### config.mk
export PLATFORM = sky130hd
export DESIGN_NAME = activation_mem_ctrl_flat
export DESIGN_NICKNAME = d
export VERILOG_FILES = /design/src/rtl/activation_mem_ctrl_pkg.sv /design/src/rtl/activation_mem_ctrl_if.sv /design/src/rtl/activation_mem_ctrl.sv /design/src/flat_wrapper.sv
export SDC_FILE = /design/constraint.sdc
export NUM_CORES = 1
export LEC_CHECK = 0
export CORE_MARGIN = 2
export CORE_UTILIZATION = 35
export DETAILED_ROUTE_END_ITERATION = 16
export PLACE_DENSITY = 0.73
export SETUP_SLACK_MARGIN = 0.2
export SKIP_CTS_REPAIR_TIMING = 1
export SLEW_MARGIN = 20
export SYNTH_ARGS = -nofsm -noshare
export SYNTH_HDL_FRONTEND = slang
export SYNTH_SLANG_ARGS = --single-unit
### constraint.sdc
create_clock -name clk -period 4 [get_ports clk]
set_input_delay 0.8 -clock clk [delete_from_list [all_inputs] [get_ports clk]]
set_output_delay 0.8 -clock clk [all_outputs]
set_load 0.02 [all_outputs]
### src/rtl/activation_mem_ctrl_pkg.sv
// Shared accelerator definitions: tile geometry, derived address widths and controller state encoding.
// Parameters default from here so the interface and controller agree on widths.
package activation_mem_ctrl_pkg;

   localparam int ACT_SIZE     = 8;
   localparam int ACT_MEM_SIZE = ACT_SIZE * ACT_SIZE;
   localparam int ACT_WR_AW    = $clog2(ACT_MEM_SIZE);
   localparam int ACT_RD_AW    = $clog2(ACT_SIZE);
   localparam int ACT_DW       = 7;

   typedef enum logic [1:0] {
      IDLE   = 2'd0,
      LOAD   = 2'd1,
      LOADED = 2'd2,
      READ   = 2'd3
   } state_t;

   function automatic logic state_is_busy(state_t s);
      return (s == LOAD) || (s == READ);
   endfunction

endpackage

### src/rtl/activation_mem_ctrl_if.sv
// Controller-side bus: upstream activation handshake, array read control and memory port signals.
// master drives requests and activation words; slave is the controller.
interface activation_mem_ctrl_if
   import activation_mem_ctrl_pkg::*;
#(
   parameter int WRITE_ADDR_WIDTH = ACT_WR_AW,
   parameter int READ_ADDR_WIDTH  = ACT_RD_AW
);

   logic                        load_start;
   logic                        act_valid;
   logic [ACT_DW-1:0]           act_data;
   logic                        act_ready;
   logic                        rd_go;
   logic                        rd_hold;
   logic                        Wr_en;
   logic [WRITE_ADDR_WIDTH-1:0] Wr_Addr;
   logic [ACT_DW-1:0]           Activation;
   logic                        Rd_en;
   logic [READ_ADDR_WIDTH-1:0]  Rd_Addr;
   logic                        act_out_valid;
   logic                        loaded;
   logic                        busy;
   logic                        done;

   modport master (
      output load_start, act_valid, act_data, rd_go, rd_hold,
      input  act_ready, Wr_en, Wr_Addr, Activation, Rd_en, Rd_Addr,
             act_out_valid, loaded, busy, done
   );

   modport slave (
      input  load_start, act_valid, act_data, rd_go, rd_hold,
      output act_ready, Wr_en, Wr_Addr, Activation, Rd_en, Rd_Addr,
             act_out_valid, loaded, busy, done
   );

endinterface

### src/rtl/activation_mem_ctrl.sv
// Activation tile controller: writes SIZE*SIZE words into memory, then streams SIZE columns on demand.
// Writes pass through combinationally; act_out_valid/done lag Rd_en by one cycle; rd_hold freezes reads.
module activation_mem_ctrl
   import activation_mem_ctrl_pkg::*;
#(
   parameter int SIZE             = ACT_SIZE,
   parameter int MEM_SIZE         = SIZE * SIZE,
   parameter int WRITE_ADDR_WIDTH = $clog2(MEM_SIZE),
   parameter int READ_ADDR_WIDTH  = $clog2(SIZE)
) (
   input  logic                clk,
   input  logic                rst,
   activation_mem_ctrl_if.slave bus
);

   state_t                      state_q, state_d;
   logic [WRITE_ADDR_WIDTH-1:0] wr_cnt_q, wr_cnt_d;
   logic [READ_ADDR_WIDTH-1:0]  rd_cnt_q, rd_cnt_d;
   logic                        loaded_q, loaded_d;
   logic                        out_vld_q, out_vld_d;
   logic                        done_q, done_d;

   logic wr_fire, rd_fire, wr_last, rd_last;

   assign wr_fire = (state_q == LOAD) && bus.act_valid;
   assign rd_fire = (state_q == READ) && !bus.rd_hold;
   assign wr_last = (wr_cnt_q == WRITE_ADDR_WIDTH'(MEM_SIZE - 1));
   assign rd_last = (rd_cnt_q == READ_ADDR_WIDTH'(SIZE - 1));

   always_comb begin
      state_d   = state_q;
      wr_cnt_d  = wr_cnt_q;
      rd_cnt_d  = rd_cnt_q;
      loaded_d  = loaded_q;
      // Memory registers its read output, so the column appears one cycle after Rd_en.
      out_vld_d = rd_fire;
      done_d    = rd_fire && rd_last;

      case (state_q)
         IDLE, LOADED: begin
            if (bus.load_start) begin
               state_d  = LOAD;
               wr_cnt_d = '0;
               loaded_d = 1'b0;
            end else if ((state_q == LOADED) && bus.rd_go) begin
               state_d  = READ;
               rd_cnt_d = '0;
            end
         end
         LOAD: begin
            if (wr_fire) begin
               if (wr_last) begin
                  state_d  = LOADED;
                  wr_cnt_d = '0;
                  loaded_d = 1'b1;
               end else begin
                  wr_cnt_d = wr_cnt_q + 1'b1;
               end
            end
         end
         READ: begin
            if (rd_fire) begin
               if (rd_last) begin
                  state_d  = LOADED;
                  rd_cnt_d = '0;
               end else begin
                  rd_cnt_d = rd_cnt_q + 1'b1;
               end
            end
         end
         default: state_d = IDLE;
      endcase
   end

   always_ff @(posedge clk or posedge rst) begin
      if (rst) begin
         state_q   <= IDLE;
         wr_cnt_q  <= '0;
         rd_cnt_q  <= '0;
         loaded_q  <= 1'b0;
         out_vld_q <= 1'b0;
         done_q    <= 1'b0;
      end else begin
         state_q   <= state_d;
         wr_cnt_q  <= wr_cnt_d;
         rd_cnt_q  <= rd_cnt_d;
         loaded_q  <= loaded_d;
         out_vld_q <= out_vld_d;
         done_q    <= done_d;
      end
   end

   // Address/data are zeroed when idle so the memory port is quiet outside transfers.
   assign bus.act_ready     = (state_q == LOAD);
   assign bus.Wr_en         = wr_fire;
   assign bus.Wr_Addr       = wr_fire ? wr_cnt_q : '0;
   assign bus.Activation    = wr_fire ? bus.act_data : '0;
   assign bus.Rd_en         = rd_fire;
   assign bus.Rd_Addr       = rd_fire ? rd_cnt_q : '0;
   assign bus.act_out_valid = out_vld_q;
   assign bus.loaded        = loaded_q;
   assign bus.busy          = state_is_busy(state_q);
   assign bus.done          = done_q;

endmodule

### src/flat_wrapper.sv
// flat-port wrapper written by rule: the top's interface ports become plain ports
module activation_mem_ctrl_flat import activation_mem_ctrl_pkg::*;
#(
   parameter int SIZE             = ACT_SIZE,
   parameter int MEM_SIZE         = SIZE * SIZE,
   parameter int WRITE_ADDR_WIDTH = $clog2(MEM_SIZE),
   parameter int READ_ADDR_WIDTH  = $clog2(SIZE)
)
  (clk, rst, bus_load_start, bus_act_valid, bus_act_data, bus_rd_go, bus_rd_hold, bus_act_ready, bus_Wr_en, bus_Wr_Addr, bus_Activation, bus_Rd_en, bus_Rd_Addr, bus_act_out_valid, bus_loaded, bus_busy, bus_done);
  activation_mem_ctrl_if #(.WRITE_ADDR_WIDTH(WRITE_ADDR_WIDTH), .READ_ADDR_WIDTH(READ_ADDR_WIDTH)) bus_i ();
  input  logic clk;
  input  logic rst;
  input wire logic [$bits(bus_i.load_start)-1:0] bus_load_start;
  input wire logic [$bits(bus_i.act_valid)-1:0] bus_act_valid;
  input wire logic [$bits(bus_i.act_data)-1:0] bus_act_data;
  input wire logic [$bits(bus_i.rd_go)-1:0] bus_rd_go;
  input wire logic [$bits(bus_i.rd_hold)-1:0] bus_rd_hold;
  output wire logic [$bits(bus_i.act_ready)-1:0] bus_act_ready;
  output wire logic [$bits(bus_i.Wr_en)-1:0] bus_Wr_en;
  output wire logic [$bits(bus_i.Wr_Addr)-1:0] bus_Wr_Addr;
  output wire logic [$bits(bus_i.Activation)-1:0] bus_Activation;
  output wire logic [$bits(bus_i.Rd_en)-1:0] bus_Rd_en;
  output wire logic [$bits(bus_i.Rd_Addr)-1:0] bus_Rd_Addr;
  output wire logic [$bits(bus_i.act_out_valid)-1:0] bus_act_out_valid;
  output wire logic [$bits(bus_i.loaded)-1:0] bus_loaded;
  output wire logic [$bits(bus_i.busy)-1:0] bus_busy;
  output wire logic [$bits(bus_i.done)-1:0] bus_done;
  assign bus_i.load_start = bus_load_start;
  assign bus_i.act_valid = bus_act_valid;
  assign bus_i.act_data = bus_act_data;
  assign bus_i.rd_go = bus_rd_go;
  assign bus_i.rd_hold = bus_rd_hold;
  assign bus_act_ready = bus_i.act_ready;
  assign bus_Wr_en = bus_i.Wr_en;
  assign bus_Wr_Addr = bus_i.Wr_Addr;
  assign bus_Activation = bus_i.Activation;
  assign bus_Rd_en = bus_i.Rd_en;
  assign bus_Rd_Addr = bus_i.Rd_Addr;
  assign bus_act_out_valid = bus_i.act_out_valid;
  assign bus_loaded = bus_i.loaded;
  assign bus_busy = bus_i.busy;
  assign bus_done = bus_i.done;
  activation_mem_ctrl #(.SIZE(SIZE), .MEM_SIZE(MEM_SIZE), .WRITE_ADDR_WIDTH(WRITE_ADDR_WIDTH), .READ_ADDR_WIDTH(READ_ADDR_WIDTH)) u_core (.clk(clk), .rst(rst), .bus(bus_i));
endmodule
; ---- Word-level counts from Yosys, hierarchy flattened
; Cells that the tools add are included.
[word_totals]
romBits = 0
regBits = 14
mem_count = 0
mem_bits_rw = 0
wordCells = 58
input_bits = 13
latchBits = 0
[op_classes]
reduce_logical = 14
mul = 0
n_shift = 0
bitwise_logic = 0
eq_ne = 13
n_div = 0
magnitude_cmp = 0
add_sub_neg = 2
muxes = 23
[op_table]
columns = operator, count
row1 = $mux W6, 4
row2 = $mux W3, 5
row3 = $mux W2, 6
row4 = $pmux W6 S2, 1
row5 = $ne A2 B1 Y1 const B, 5
row6 = $reduce_and A4 Y1, 2
row7 = $mux W7, 1
row8 = $add A6 B1 Y6 const B, 1
row9 = $eq A6 B6 Y1 const B, 1
row10 = $pmux W2 S3, 1
row11 = $pmux W3 S2, 1
row12 = $reduce_and A5 Y1, 1
row13 = $eq A2 B2 Y1 const B, 2
row14 = $logic_and A1 B1 Y1, 4
row15 = $ne A2 B2 Y1 const B, 2
row16 = $reduce_bool A2 Y1, 2
row17 = $add A3 B1 Y3 const B, 1
row18 = $eq A3 B3 Y1 const B, 1
row19 = $mux W1, 3
row20 = $ne A3 B2 Y1 const B, 1
row21 = $reduce_and A3 Y1, 1
row22 = $eq A2 B1 Y1 const B, 1
row23 = $logic_not A2 Y1, 1
row24 = $pmux W1 S2, 1
row25 = 3 further kinds, 3

; ---- Depth between registers and ports, before layout
; Gate-level depths: netlist (run 1).
[depth]
ltp_word = 5
ltp_mapped = 5

; ---- Worst setup path before layout (run 1)
; OpenSTA, ideal clock, no wires.
[synth_timing]
kind = input-to-output
start = input port bus_rd_hold
end = output port bus_Rd_Addr[0]
t_arrival_ns = 1.579
setup_slack_ns = 1.621
t_required_ns = 3.200
path_buffers = 0
stages = 2
cell_sequence = nor2_1 and2_1
[synth_via]
elab_chain_len = 3
[synth_lines]
columns = item, line_no
row1 = start: declaration, flat_wrapper.sv:17  ; input wire logic [$bits(bus_i.rd_hold)-1:0] bus_rd_hold;
row2 = $logic_not A1 Y1, activation_mem_ctrl.sv:26  ; assign rd_fire = (state_q == READ) && !bus.rd_hold;
row3 = $logic_and A1 B1 Y1, activation_mem_ctrl.sv:26
row4 = $mux W3, activation_mem_ctrl.sv:99  ; assign bus.Rd_Addr = rd_fire ? rd_cnt_q : '0;
row5 = end: declaration, flat_wrapper.sv:23  ; output wire logic [$bits(bus_i.Rd_Addr)-1:0] bus_Rd_Addr;
; No other way between the ends.

; ---- Final worst setup path (run 1)
[layout_timing]
start = input port bus_act_valid
end = output port bus_Wr_Addr[3]
[layout_via]
elab_chain_len = 2
[layout_lines]
columns = item, line_no
row1 = start: declaration, flat_wrapper.sv:14  ; input wire logic [$bits(bus_i.act_valid)-1:0] bus_act_valid;
row2 = $logic_and A1 B1 Y1, activation_mem_ctrl.sv:25  ; assign wr_fire = (state_q == LOAD) && bus.act_valid;
row3 = $mux W6, activation_mem_ctrl.sv:96  ; assign bus.Wr_Addr = wr_fire ? wr_cnt_q : '0;
row4 = end: declaration, flat_wrapper.sv:20  ; output wire logic [$bits(bus_i.Wr_Addr)-1:0] bus_Wr_Addr;
; No other way between the ends.

==> results of run 1 <==
-- critical path: stages --
cell             delay, ns
clkdlybuf4s50_1       0.57
nand3b_4              0.13
inv_2                 0.24
and2_2                0.19
clkdlybuf4s50_1       0.59
-- per-stage QoR --
| step | setup WS (ns) | util [%] | instance area [um2] | instances |
|---|---|---|---|---|
| 2_1_floorplan | 1.62 | - | 856 | 87 |
| 5_1_grt | 0.586 | 55.1 | 1240 | 149 |
| 3_3_place_gp | 0.727 | 53.5 | 1210 | 145 |
| 4_1_cts | 0.669 | 55.1 | 1240 | 149 |
| 6_report | 0.671 | 55.1 | 1240 | 149 |
| 3_5_place_dp | 0.670 | 53.5 | 1210 | 145 |
-- metal layers --
metal | vias up | global-route usage (%) | wire, um
met4 | 0 | 2.56 | 0
met5 | - | 0 | 0
met3 | 0 | 3.95 | 207
met1 | 365 | 18.9 | 804
li1 | 375 | - | -
met2 | 38 | 25.1 | 860
-- area by class of cell --
| cell class | count | area share [%] |
|---|---|---|
| clock buffer | 4 | 2.92 |
| tap | 28 | 2.82 |
| multi-input combinational | 64 | 36.7 |
| sequential | 14 | 28.2 |
| inverter | 4 | 1.21 |
| timing repair buffer | 35 | 28.2 |
-- worst max path at each step --
stage	from	slack, ns	to
2_1_floorplan	bus_rd_hold	1.62	bus_Rd_Addr[0]
3_3_place_gp	bus_act_valid	0.73	bus_Wr_Addr[3]
3_5_place_dp	bus_act_valid	0.67	bus_Wr_Addr[3]
4_1_cts	bus_act_valid	0.67	bus_Wr_Addr[3]
5_1_grt	bus_act_valid	0.59	bus_Activation[6]
6_report	bus_act_valid	0.67	bus_Wr_Addr[3]
-- flip-flops by register name (all words and copies together), names as in the netlist --
name / cells
u_core.bus.act_out_valid: 1
u_core.bus.done: 1
u_core.bus.loaded: 1
u_core.rd_cnt_q: 3
u_core.state_q: 2
u_core.wr_cnt_q: 6
-- synth_stat cells, drive strengths merged --
| cell | count | area [um2] |
|---|---|---|
| and2 | 17 | 108 |
| dfrtp | 14 | 350 |
| nor2 | 6 | 22.5 |
| buf | 4 | 31.3 |
| inv | 4 | 15.0 |
| a22o | 3 | 26.3 |
| ha | 3 | 37.5 |
| o21ai | 3 | 18.8 |
| a21oi | 2 | 10.0 |
| a31oi | 2 | 12.5 |
| nand2 | 2 | 7.51 |
| nand2b | 2 | 15.0 |
| nor2b | 2 | 12.5 |
| nor3 | 2 | 10.0 |
| nor3b | 2 | 20.0 |
| o22ai | 2 | 12.5 |
| a211o | 1 | 8.76 |
| a211oi | 1 | 7.51 |
| a21o | 1 | 7.51 |
| a221o | 1 | 10.0 |
| a32o | 1 | 10.0 |
| a41oi | 1 | 8.76 |
| and2b | 1 | 7.51 |
| and3 | 1 | 7.51 |
| and4 | 1 | 11.3 |
| clkbuf | 1 | 3.75 |
| mux2 | 1 | 11.3 |
| nand3 | 1 | 5.00 |
| nand3b | 1 | 20.0 |
| nor4 | 1 | 6.26 |
| o211ai | 1 | 7.51 |
| o21a | 1 | 7.51 |
| or3 | 1 | 6.26 |
-- where the power goes --
part	internal, W	switching, W	leakage, nW
clock	0.0000553	0.0000462	0.0210
sequential	0.000180	0.0000557	0.178
combinational	0.000181	0.000176	0.335
-- cells by family after synthesis --
group                    count (synthesis)
AND/OR/NAND/NOR                         40
AO/OA/AOI/OAI                           20
flip-flops                              14
buffers and inverters                    9
adder cells (fa/ha/maj)                  3
multiplexers                             1
==> run_results.csv, run 1 <==
group,metric,value,unit
cells_and_area,drive_gt1_share,9.92,%
hold_path,holdPathEnd,"u_core.rd_cnt_q[1]",
timing,relSlewSlack,58.6,%
timing,hold_slack,0.539,ns
critical_path,cp.required,3.20,ns
floorplan,ios,36,
clock_network,clk_latency,0.27,ns
yosys,synth_cell_type_count,40,
power,power.density,558,mW/mm2
clock_network,root_buffer,"clkbuf_4",
yosys,synth_adder_area_share,4.39,%
floorplan,rows,17,
run,cap_violations,0,
drt,route.detailed.drc,0,
drt,first_iter_violations,8,
critical_path,crit_type,"primary input to primary output",
floorplan,die_height,53.5,um
timing,finalClockSkew,0.00522,ns
power,p_leak,0.534,nW
clock_network,numClockSinks,14,
timing,period_needed,3.33,ns
critical_path,worstRegToRegCells,3,
clock_network,clk_path_buf_depth,2,
drt,routed_via_density,5.22,
timing,hold_viol,0,
yosys,syn_nets,103,
critical_path,rr_startpoint,"u_core.state_q[0]",
yosys,ys_ff_latch,14,
power,total_power,0.000694,W
clock_network,clk_pin_slew,0.08,ns
outcome,status,"complete, no violations",
clock_network,cts_max_level,1,
drt,first_pass_iters,4,
timing,worst_pin_slew,0.620,ns
place,portBuffers,35,
yosys,yosysWarningCount,0,
yosys,synth_compound_gate_area_share,17.3,%
critical_path,setup.worst_path.start_class,"primary input",
yosys,ys_seq_area_share,40.9,%
cells_and_area,n_antenna_cell,0,
critical_path,worstReg2RegEnd,"u_core.wr_cnt_q[3]",
timing,max_freq,0.300,GHz
global_route,grt.total_usage,14.8,%
floorplan,fp.coreArea,0.00225,mm2
yosys,avgSynthCellArea,9.84,um2
cells_and_area,area_growth,45.2,%
cells_and_area,layout_common_cells,"clkdlybuf4s50_1 (35), and2_1 (16), dfrtp_1 (14)",
timing,drv_slew,0,
floorplan,initial_core_util,38.0,%
drt,wl_per_cell,12.6,um
global_route,grt_overflow,0,
hold_path,holdPathStages,1,
timing,rsz0062_at_grt,"false",
timing,post-route-period-util,83.2,%
drt,dr_total_vias,778,
drt,drtAntennaViolNets,0,
place,hpwlAfterDp,1470,um
place,place.gp.congestion,0.747,
cells_and_area,nets,138,
hold_path,min-delay-start,"u_core.rd_cnt_q[1]",
yosys,synth_top_family_by_area,"simple AND/OR/NAND/NOR gates",
clock_network,cts_tree,"done",
cells_and_area,fillCellCount,219,
global_route,antenna_found_initial,0,
cells_and_area,regArea,350,um2
global_route,first_global_vias,698,
critical_path,critical_path_arrival,2.53,ns
cells_and_area,layout_commonest_cell,"clkdlybuf4s50_1",
yosys,synthMuxAreaShare,1.32,%
global_route,grt_first_pass_wirelength,3130,um
critical_path,r2r_setup_slack,2.38,ns
drt,drt_wl_total,1870,um
yosys,synth_cells,87,
floorplan,die_w,53.5,um
floorplan,die-area,0.00286,mm2
yosys,netlist_area,856,um2
timing,finalSetupTns,0,ns
power,peakVddDrop,281,uV
hold_path,hp-class,"flop to flop",
critical_path,end_kind,"primary output",
clock_network,numCtsBuffers,3,
critical_path,critPathMaxFanout,19,
global_route,grt_max_degree,20,
yosys,synth-simple-area-share,30.3,%
yosys,yosys.area_share.xor_xnor,0,%
cells_and_area,multi_input_area,455,um2
timing,finalSetupViolCount,0,
Note: power is estimated with default switching activity, not from simulation.
==> run 2: changes to the inputs <==
==> constraint.sdc (replaced) <==
create_clock -name clk -period 3.4 [get_ports clk]
set_input_delay 0.68 -clock clk [delete_from_list [all_inputs] [get_ports clk]]
set_output_delay 0.68 -clock clk [all_outputs]
set_load 0.02 [all_outputs]
==> results of run 2 <==
The final DEF is identical to that of run 1. Status: complete, no violations.
Main changes from that run: setup slack after placement 0.670 ns -> 0.310 ns; setup slack after layout 0.671 ns -> 0.311 ns; register-to-register setup slack 2.38 ns -> 1.78 ns; total power 0.000694 W -> 0.000816 W; worst IR drop on VDD 281 uV -> 330 uV
==> run 3: changes to the inputs <==
--- a/config.mk
+++ b/config.mk
@@ -5,6 +5,7 @@
 export SDC_FILE = /design/constraint.sdc
 export NUM_CORES = 1
 export LEC_CHECK = 0
+export CAP_MARGIN = 10
 export CORE_MARGIN = 2
 export CORE_UTILIZATION = 35
 export DETAILED_ROUTE_END_ITERATION = 16
==> results of run 3 <==
The final DEF is identical to that of run 1. Status: complete, no violations.
Main changes from that run: setup slack after placement 0.670 ns -> 0.310 ns; setup slack after layout 0.671 ns -> 0.311 ns; register-to-register setup slack 2.38 ns -> 1.78 ns; total power 0.000694 W -> 0.000816 W; worst IR drop on VDD 281 uV -> 330 uV
